**config.mk**
```make
export PLATFORM = sky130hd
export DESIGN_NAME = alu_arbiter_2ch_flat
export DESIGN_NICKNAME = d
export VERILOG_FILES = /design/src/rtl/alu_arbiter_2ch_pkg.sv /design/src/rtl/alu_arbiter_2ch_if.sv /design/src/rtl/alu_arbiter_2ch_rr.sv /design/src/rtl/alu_arbiter_2ch.sv /design/src/flat_wrapper.sv
export SDC_FILE = /design/constraint.sdc
export NUM_CORES = 1
export LEC_CHECK = 0
export BUFFER_PORTS_ARGS = -buffer_cell sky130_fd_sc_hd__buf_2
export CORE_MARGIN = 2
export CORE_UTILIZATION = 28
export CTS_BUF_LIST = sky130_fd_sc_hd__clkbuf_8
export DETAILED_ROUTE_END_ITERATION = 16
export PLACE_DENSITY_LB_ADDON = 0.25
export SETUP_SLACK_MARGIN = 0.2
export SYNTH_ARGS = -nofsm -noshare
export SYNTH_HDL_FRONTEND = slang
export SYNTH_SLANG_ARGS = --single-unit
```
**constraint.sdc**
```tcl
create_clock -name clk -period 1.7 [get_ports clk]
set_clock_uncertainty 0.05 [all_clocks]
set_input_delay 0.255 -clock clk [delete_from_list [all_inputs] [get_ports clk]]
set_output_delay 0.255 -clock clk [all_outputs]
set_load 0.02 [all_outputs]
```
**src/rtl/alu_arbiter_2ch_pkg.sv**
```systemverilog
// Shared definitions for the two-channel ALU scheduler: op codes, FSM encoding
// and the default datapath width.
package alu_ctrl_pkg;

  localparam int DW = 8;

  typedef enum logic [1:0] {
    OP_ADD    = 2'b00,
    OP_SUB_AB = 2'b01,
    OP_SUB_BA = 2'b10,
    OP_MUL    = 2'b11
  } op_e;

  typedef enum logic [1:0] {
    ST_IDLE  = 2'b00,
    ST_SETUP = 2'b01,
    ST_EXEC  = 2'b10,
    ST_RESP  = 2'b11
  } state_e;

endpackage

```
**src/rtl/alu_arbiter_2ch_if.sv**
```systemverilog
// Bundle of the two requester channels and the external ALU bus.
// slave = the scheduler, master = requesters plus the ALU.
interface alu_arbiter_2ch_if #(parameter int DW = 8);

  logic          req0_valid, req0_ready;
  logic [1:0]    req0_op;
  logic [DW-1:0] req0_a, req0_b;

  logic          req1_valid, req1_ready;
  logic [1:0]    req1_op;
  logic [DW-1:0] req1_a, req1_b;

  logic          rsp0_valid, rsp0_ready;
  logic          rsp1_valid, rsp1_ready;
  logic [DW-1:0] rsp_data;

  logic [1:0]    alu_sel;
  logic          alu_oe;
  logic [DW-1:0] alu_a, alu_b;
  logic [DW-1:0] alu_result;

  modport slave (
    input  req0_valid, req0_op, req0_a, req0_b,
    input  req1_valid, req1_op, req1_a, req1_b,
    output req0_ready, req1_ready,
    output rsp0_valid, rsp1_valid, rsp_data,
    input  rsp0_ready, rsp1_ready,
    output alu_sel, alu_oe, alu_a, alu_b,
    input  alu_result
  );

  modport master (
    output req0_valid, req0_op, req0_a, req0_b,
    output req1_valid, req1_op, req1_a, req1_b,
    input  req0_ready, req1_ready,
    input  rsp0_valid, rsp1_valid, rsp_data,
    output rsp0_ready, rsp1_ready,
    input  alu_sel, alu_oe, alu_a, alu_b,
    output alu_result
  );

endinterface

```
**src/rtl/alu_arbiter_2ch_rr.sv**
```systemverilog
// Two-way round-robin grant. Grant is combinational from the valids; the
// last-granted pointer advances only on an accept pulse.
module rr_arbiter_2 (
  input  logic       clk,
  input  logic       rst,
  input  logic [1:0] valid,
  input  logic       accept,
  output logic [1:0] grant,
  output logic       grant_id
);

  logic last_grant;

  // On contention the channel that did not win last time goes first.
  always_comb begin
    grant = valid;
    if (valid[0] && valid[1])
      grant = last_grant ? 2'b01 : 2'b10;
  end

  assign grant_id = grant[1];

  // Reset to 1 so channel 0 wins the first contention.
  always_ff @(posedge clk) begin
    if (rst)
      last_grant <= 1'b1;
    else if (accept)
      last_grant <= grant_id;
  end

endmodule

```
**src/rtl/alu_arbiter_2ch.sv**
```systemverilog
// Shares one external 8-bit ALU between two requesters: arbitrate, present
// operands, enable the ALU for one cycle, capture and hand back the result.
module alu_arbiter_2ch
  import alu_ctrl_pkg::*;
#(
  parameter int DW = alu_ctrl_pkg::DW
) (
  input  logic                clk,
  input  logic                rst,
  alu_arbiter_2ch_if.slave    io,
  output logic                busy,
  output logic [7:0]          done_cnt
);

  state_e        state_q, state_d;
  op_e           op_q;
  logic [DW-1:0] a_q, b_q, rsp_data_q;
  logic          ch_q;
  logic [7:0]    done_q;

  logic [1:0]    grant;
  logic          grant_id;
  logic          accept;
  logic          rsp_fire;

  rr_arbiter_2 u_arb (
    .clk      (clk),
    .rst      (rst),
    .valid    ({io.req1_valid, io.req0_valid}),
    .accept   (accept),
    .grant    (grant),
    .grant_id (grant_id)
  );

  always_ff @(posedge clk) begin
    if (rst) begin
      state_q    <= ST_IDLE;
      op_q       <= OP_ADD;
      a_q        <= '0;
      b_q        <= '0;
      ch_q       <= 1'b0;
      rsp_data_q <= '0;
      done_q     <= '0;
    end else begin
      state_q <= state_d;
      if (accept) begin
        ch_q <= grant_id;
        op_q <= op_e'(grant_id ? io.req1_op : io.req0_op);
        a_q  <= grant_id ? io.req1_a : io.req0_a;
        b_q  <= grant_id ? io.req1_b : io.req0_b;
      end
      // The ALU only drives its result while enabled, i.e. during EXEC.
      if (state_q == ST_EXEC)
        rsp_data_q <= io.alu_result;
      if (rsp_fire)
        done_q <= done_q + 8'd1;
    end
  end

  always_comb begin
    state_d       = state_q;
    accept        = 1'b0;
    rsp_fire      = 1'b0;
    io.req0_ready = 1'b0;
    io.req1_ready = 1'b0;
    io.rsp0_valid = 1'b0;
    io.rsp1_valid = 1'b0;
    io.alu_oe     = 1'b0;
    io.alu_sel    = '0;
    io.alu_a      = '0;
    io.alu_b      = '0;
    unique case (state_q)
      ST_IDLE: begin
        io.req0_ready = grant[0];
        io.req1_ready = grant[1];
        accept        = |grant;
        if (accept)
          state_d = ST_SETUP;
      end
      // Operands settle one cycle before the ALU is allowed onto the bus.
      ST_SETUP: begin
        io.alu_sel = op_q;
        io.alu_a   = a_q;
        io.alu_b   = b_q;
        state_d    = ST_EXEC;
      end
      ST_EXEC: begin
        io.alu_sel = op_q;
        io.alu_a   = a_q;
        io.alu_b   = b_q;
        io.alu_oe  = 1'b1;
        state_d    = ST_RESP;
      end
      ST_RESP: begin
        io.rsp0_valid = ~ch_q;
        io.rsp1_valid = ch_q;
        rsp_fire      = ch_q ? io.rsp1_ready : io.rsp0_ready;
        if (rsp_fire)
          state_d = ST_IDLE;
      end
      default: state_d = ST_IDLE;
    endcase
  end

  assign io.rsp_data = rsp_data_q;
  assign busy        = (state_q != ST_IDLE);
  assign done_cnt    = done_q;

endmodule

```
**src/flat_wrapper.sv**
```systemverilog
// flat-port wrapper written by rule: the top's interface ports become plain ports
module alu_arbiter_2ch_flat import alu_ctrl_pkg::*;
#(
  parameter int DW = alu_ctrl_pkg::DW
)
  (clk, rst, busy, done_cnt, io_req0_valid, io_req0_op, io_req0_a, io_req0_b, io_req1_valid, io_req1_op, io_req1_a, io_req1_b, io_req0_ready, io_req1_ready, io_rsp0_valid, io_rsp1_valid, io_rsp_data, io_rsp0_ready, io_rsp1_ready, io_alu_sel, io_alu_oe, io_alu_a, io_alu_b, io_alu_result);
  alu_arbiter_2ch_if #(.DW(DW)) io_i ();
  input  logic clk;
  input  logic rst;
  output logic busy;
  output logic [7:0] done_cnt;
  input wire logic [$bits(io_i.req0_valid)-1:0] io_req0_valid;
  input wire logic [$bits(io_i.req0_op)-1:0] io_req0_op;
  input wire logic [$bits(io_i.req0_a)-1:0] io_req0_a;
  input wire logic [$bits(io_i.req0_b)-1:0] io_req0_b;
  input wire logic [$bits(io_i.req1_valid)-1:0] io_req1_valid;
  input wire logic [$bits(io_i.req1_op)-1:0] io_req1_op;
  input wire logic [$bits(io_i.req1_a)-1:0] io_req1_a;
  input wire logic [$bits(io_i.req1_b)-1:0] io_req1_b;
  output wire logic [$bits(io_i.req0_ready)-1:0] io_req0_ready;
  output wire logic [$bits(io_i.req1_ready)-1:0] io_req1_ready;
  output wire logic [$bits(io_i.rsp0_valid)-1:0] io_rsp0_valid;
  output wire logic [$bits(io_i.rsp1_valid)-1:0] io_rsp1_valid;
  output wire logic [$bits(io_i.rsp_data)-1:0] io_rsp_data;
  input wire logic [$bits(io_i.rsp0_ready)-1:0] io_rsp0_ready;
  input wire logic [$bits(io_i.rsp1_ready)-1:0] io_rsp1_ready;
  output wire logic [$bits(io_i.alu_sel)-1:0] io_alu_sel;
  output wire logic [$bits(io_i.alu_oe)-1:0] io_alu_oe;
  output wire logic [$bits(io_i.alu_a)-1:0] io_alu_a;
  output wire logic [$bits(io_i.alu_b)-1:0] io_alu_b;
  input wire logic [$bits(io_i.alu_result)-1:0] io_alu_result;
  assign io_i.req0_valid = io_req0_valid;
  assign io_i.req0_op = io_req0_op;
  assign io_i.req0_a = io_req0_a;
  assign io_i.req0_b = io_req0_b;
  assign io_i.req1_valid = io_req1_valid;
  assign io_i.req1_op = io_req1_op;
  assign io_i.req1_a = io_req1_a;
  assign io_i.req1_b = io_req1_b;
  assign io_req0_ready = io_i.req0_ready;
  assign io_req1_ready = io_i.req1_ready;
  assign io_rsp0_valid = io_i.rsp0_valid;
  assign io_rsp1_valid = io_i.rsp1_valid;
  assign io_rsp_data = io_i.rsp_data;
  assign io_i.rsp0_ready = io_rsp0_ready;
  assign io_i.rsp1_ready = io_rsp1_ready;
  assign io_alu_sel = io_i.alu_sel;
  assign io_alu_oe = io_i.alu_oe;
  assign io_alu_a = io_i.alu_a;
  assign io_alu_b = io_i.alu_b;
  assign io_i.alu_result = io_alu_result;
  alu_arbiter_2ch #(.DW(DW)) u_core (.clk(clk), .rst(rst), .io(io_i), .busy(busy), .done_cnt(done_cnt));
endmodule
```
==> metrics.txt <==
Met3 Wirelength=407 um; clock root cell=clkbuf_8; ranking of synthesized cells by area=dfxtp_1 42%, mux2i_1 15%, a211oi_1 7.8%; post-DP HPWL=3110 um; initial antenna violation count=0; largest area contributor in the netlist=dfxtp_1; Placement Setup Slack=-0.0432 ns; Post-synth EDFFs=0; post-synthesis cell area=1830 um2; Routed WL per cell=roughly 14 um; Top Metal Used=met4; drt pass-1 iters=4; Reg2Reg Setup Slack=~0.1 ns; Primary FF master, synth=dfxtp_1; unrepaired setup endpoints after global routing=true; RD Place Congestion=0.724; Post-route DRC=0; row count=29; Vias=1813; Leakage Power=1.36 nW; FF+latch count, synth=38; syn nets=252; cell with the most instances after synthesis=dfxtp_1; gr ovfl total=0; fin cells=383; Critical Path Sink=io_alu_b[6]; Antenna Nets Post-Route=0; status=complete, but fails checks; Placed Instances=357; H-tree levels=2; share of the synthesized area in the top cell type=41.5%; CP Launch Point=u_core.state_q[1]; TNS Setup=-0.00477 ns; Setup Crit Path Kind=register to output pin; FF-to-FF End=u_core.done_cnt[5]; synthesized instance count=between 150 and 200; Synth top cells by count=38 x dfxtp_1, 30 x nor2_1, 28 x mux2i_1, 19 x a211oi_1, 18 x and2_1; P per Cell Area=1690 nW/um2; Clock Latency Late Sink=0.29 ns; DIE AREA=7210 um2; Synth cell types=31; final hold vios=0; wirelength, routed=5180 um; clk slew on worst S/H paths=about 0.08 ns; Buffers on Ports=89; Diodes inserted=0; share of post-route cells with drive strength above 1=58.5%; Hold Buf Count CTS=0; async set-reset flop share out of synthesis=0%; pin count of the biggest net entering global routing=37; Hold WC Path Type=primary input to register; Req. time, crit path=~1.4 ns; Critical Path AT=roughly 1.4 ns; Bufs on Longest Clock Path=2; DR WL met2=around 2600 um; vias in the first global route=between 1500 and 2000; Die W=84.9 um; Tot GR Track Use=13.6%; Final period util=100%; Slew @ Worst Pin=0.535 ns; Synth Warn #=0; violated checks=negative setup slack; final setup margin=-0.00428 ns; core area=approximately 6300 um2; CTS sink cnt=38; IO Pins=90; Setup Viol. Count Final=2; multi-input combinational cell area=1210 um2; initial core utilization=28.9%; Iter 0 DRT Violations=48; post-route minimum period=1.70 ns; Relative slew margins=64.3%; sequential element share of the synthesized area=41.5%; Mapped Avg Cell Area=9.26 um2; worst r2r src=u_core.state_q[0]; DIE HEIGHT=about 85 um; fmax=between 500 and 600 MHz; vias per inst=4.73; Routed met1 length=2060 um; max-slew violations=0; FF+latch area=768 um2; Hold WS=0.151 ns; Area Overhead vs Synth=68.9%; crit path capture type=output pin; R2R depth=6; Critical Path Source Type=register; final core area utilization=48.8%; total CTS buffers=5; Layout Nets=~360; Filler Cell Count=around 600; CTS tree=yes; first-pass GRT wire length=slightly below 8000 um; Max-cap violations=0; Peak VDD IR=0.000834 V; worst-path fanout max=4
-- per-layer routing --
metal | vias to the layer above | GRT usage, %
li1 | 913 | -
met5 | - | 0
met4 | 0 | 4.33
met2 | 69 | 23.8
met1 | 819 | 15.6
met3 | 12 | 4.86
-- layout by cell type (no fill, tap or decap), types with 2 or more instances in the layout --
cell / n
buf_2: 66
dfxtp_1: 34
mux2i_1: 28
nor2_1: 28
buf_6: 25
and2_4: 19
a211oi_1: 16
buf_4: 13
clkbuf_8: 5
a21oi_1: 4
a211oi_2: 4
a21oi_2: 4
buf_12: 4
inv_2: 3
o21ai_0: 3
or4_4: 3
clkbuf_16: 3
dfxtp_2: 3
inv_4: 2
nor2_4: 2
nor2b_1: 2
nand2b_1: 2
nand3_1: 2
o31ai_2: 2
or4_1: 2
o31ai_4: 2
ha_4: 2
clkinv_2: 2
-- sequential cells by signal, indices dropped and copies added, names as in the netlist --
name / count
u_core.b_q: 8
u_core.a_q: 8
u_core.io.rsp_data: 8
u_core.u_arb.last_grant: 1
u_core.ch_q: 1
u_core.op_q: 2
u_core.state_q: 2
u_core.done_cnt: 8
-- how the worst min path moves through the flow --
| stage | slack, ns | startpoint | cells past startpoint | endpoint |
|---|---|---|---|---|
| after CTS | 0.14 | io_alu_result[0] | 3 | u_core.io.rsp_data[0] |
| after floorplan | 0.35 | io_alu_result[0] | 2 | u_core.io.rsp_data[0] |
| after global routing | 0.15 | io_alu_result[1] | 3 | u_core.io.rsp_data[1] |
| after global placement | 0.42 | u_core.io.rsp_data[7] | 2 | u_core.io.rsp_data[7] |
| final | 0.15 | io_alu_result[0] | 3 | u_core.io.rsp_data[0] |
| after detailed placement | 0.43 | u_core.io.rsp_data[5] | 2 | u_core.io.rsp_data[5] |
-- worst max-delay path: stages (launching register included) --
cell and delay (ns):
dfxtp_2 0.35, inv_2 0.05, ha_4 0.31, clkbuf_16 0.15
and2_4 0.13, buf_6 0.11
-- cells by family after synthesis --
| kind of cell | after synthesis | share of synthesized area [%] |
|---|---|---|
| and+or+nand+nor | 68 | 19.0 |
| AOI/OAI and AO/OA | 40 | 15.6 |
| DFF | 38 | 41.5 |
| muxes | 29 | 15.9 |
| buffers and inverters | 19 | 5.26 |
| adders and majority gates | 4 | 2.73 |
-- cell type report --
type                       instances  area share (%)
inverter                           6           0.889
sequential                        38            24.8
clock buffer                       5            2.22
multi-input combinational        141            39.0
timing repair buffer             112            28.4
timing repair inverter             1           0.242
tap                               77            3.11
clock inverter                     3            1.29
-- per-stage QoR --
| stage | power, W | area (um2) |
|---|---|---|
| after floorplan | 0.00254 | 1850 |
| after global placement | 0.00306 | 2390 |
| after detailed placement | 0.00308 | 2390 |
| after CTS | 0.00467 | 2830 |
| after global routing | 0.00558 | 3100 |
| final | 0.00525 | 3100 |
-- report_power, final --
part / internal (W) / total (W) / switching (W)
combinational: 0.00170 / 0.00319 / 0.00149
sequential: 0.00114 / 0.00129 / 0.000150
clock: 0.000432 / 0.000767 / 0.000335
-- repair_timing --
action	in CTS	in global routing
gates resized for setup	72	45
setup endpoints to repair	48	49
cloned	1	3
pin swaps	9	24
setup buffers	11	3
(Power assumes the default switching activity.)
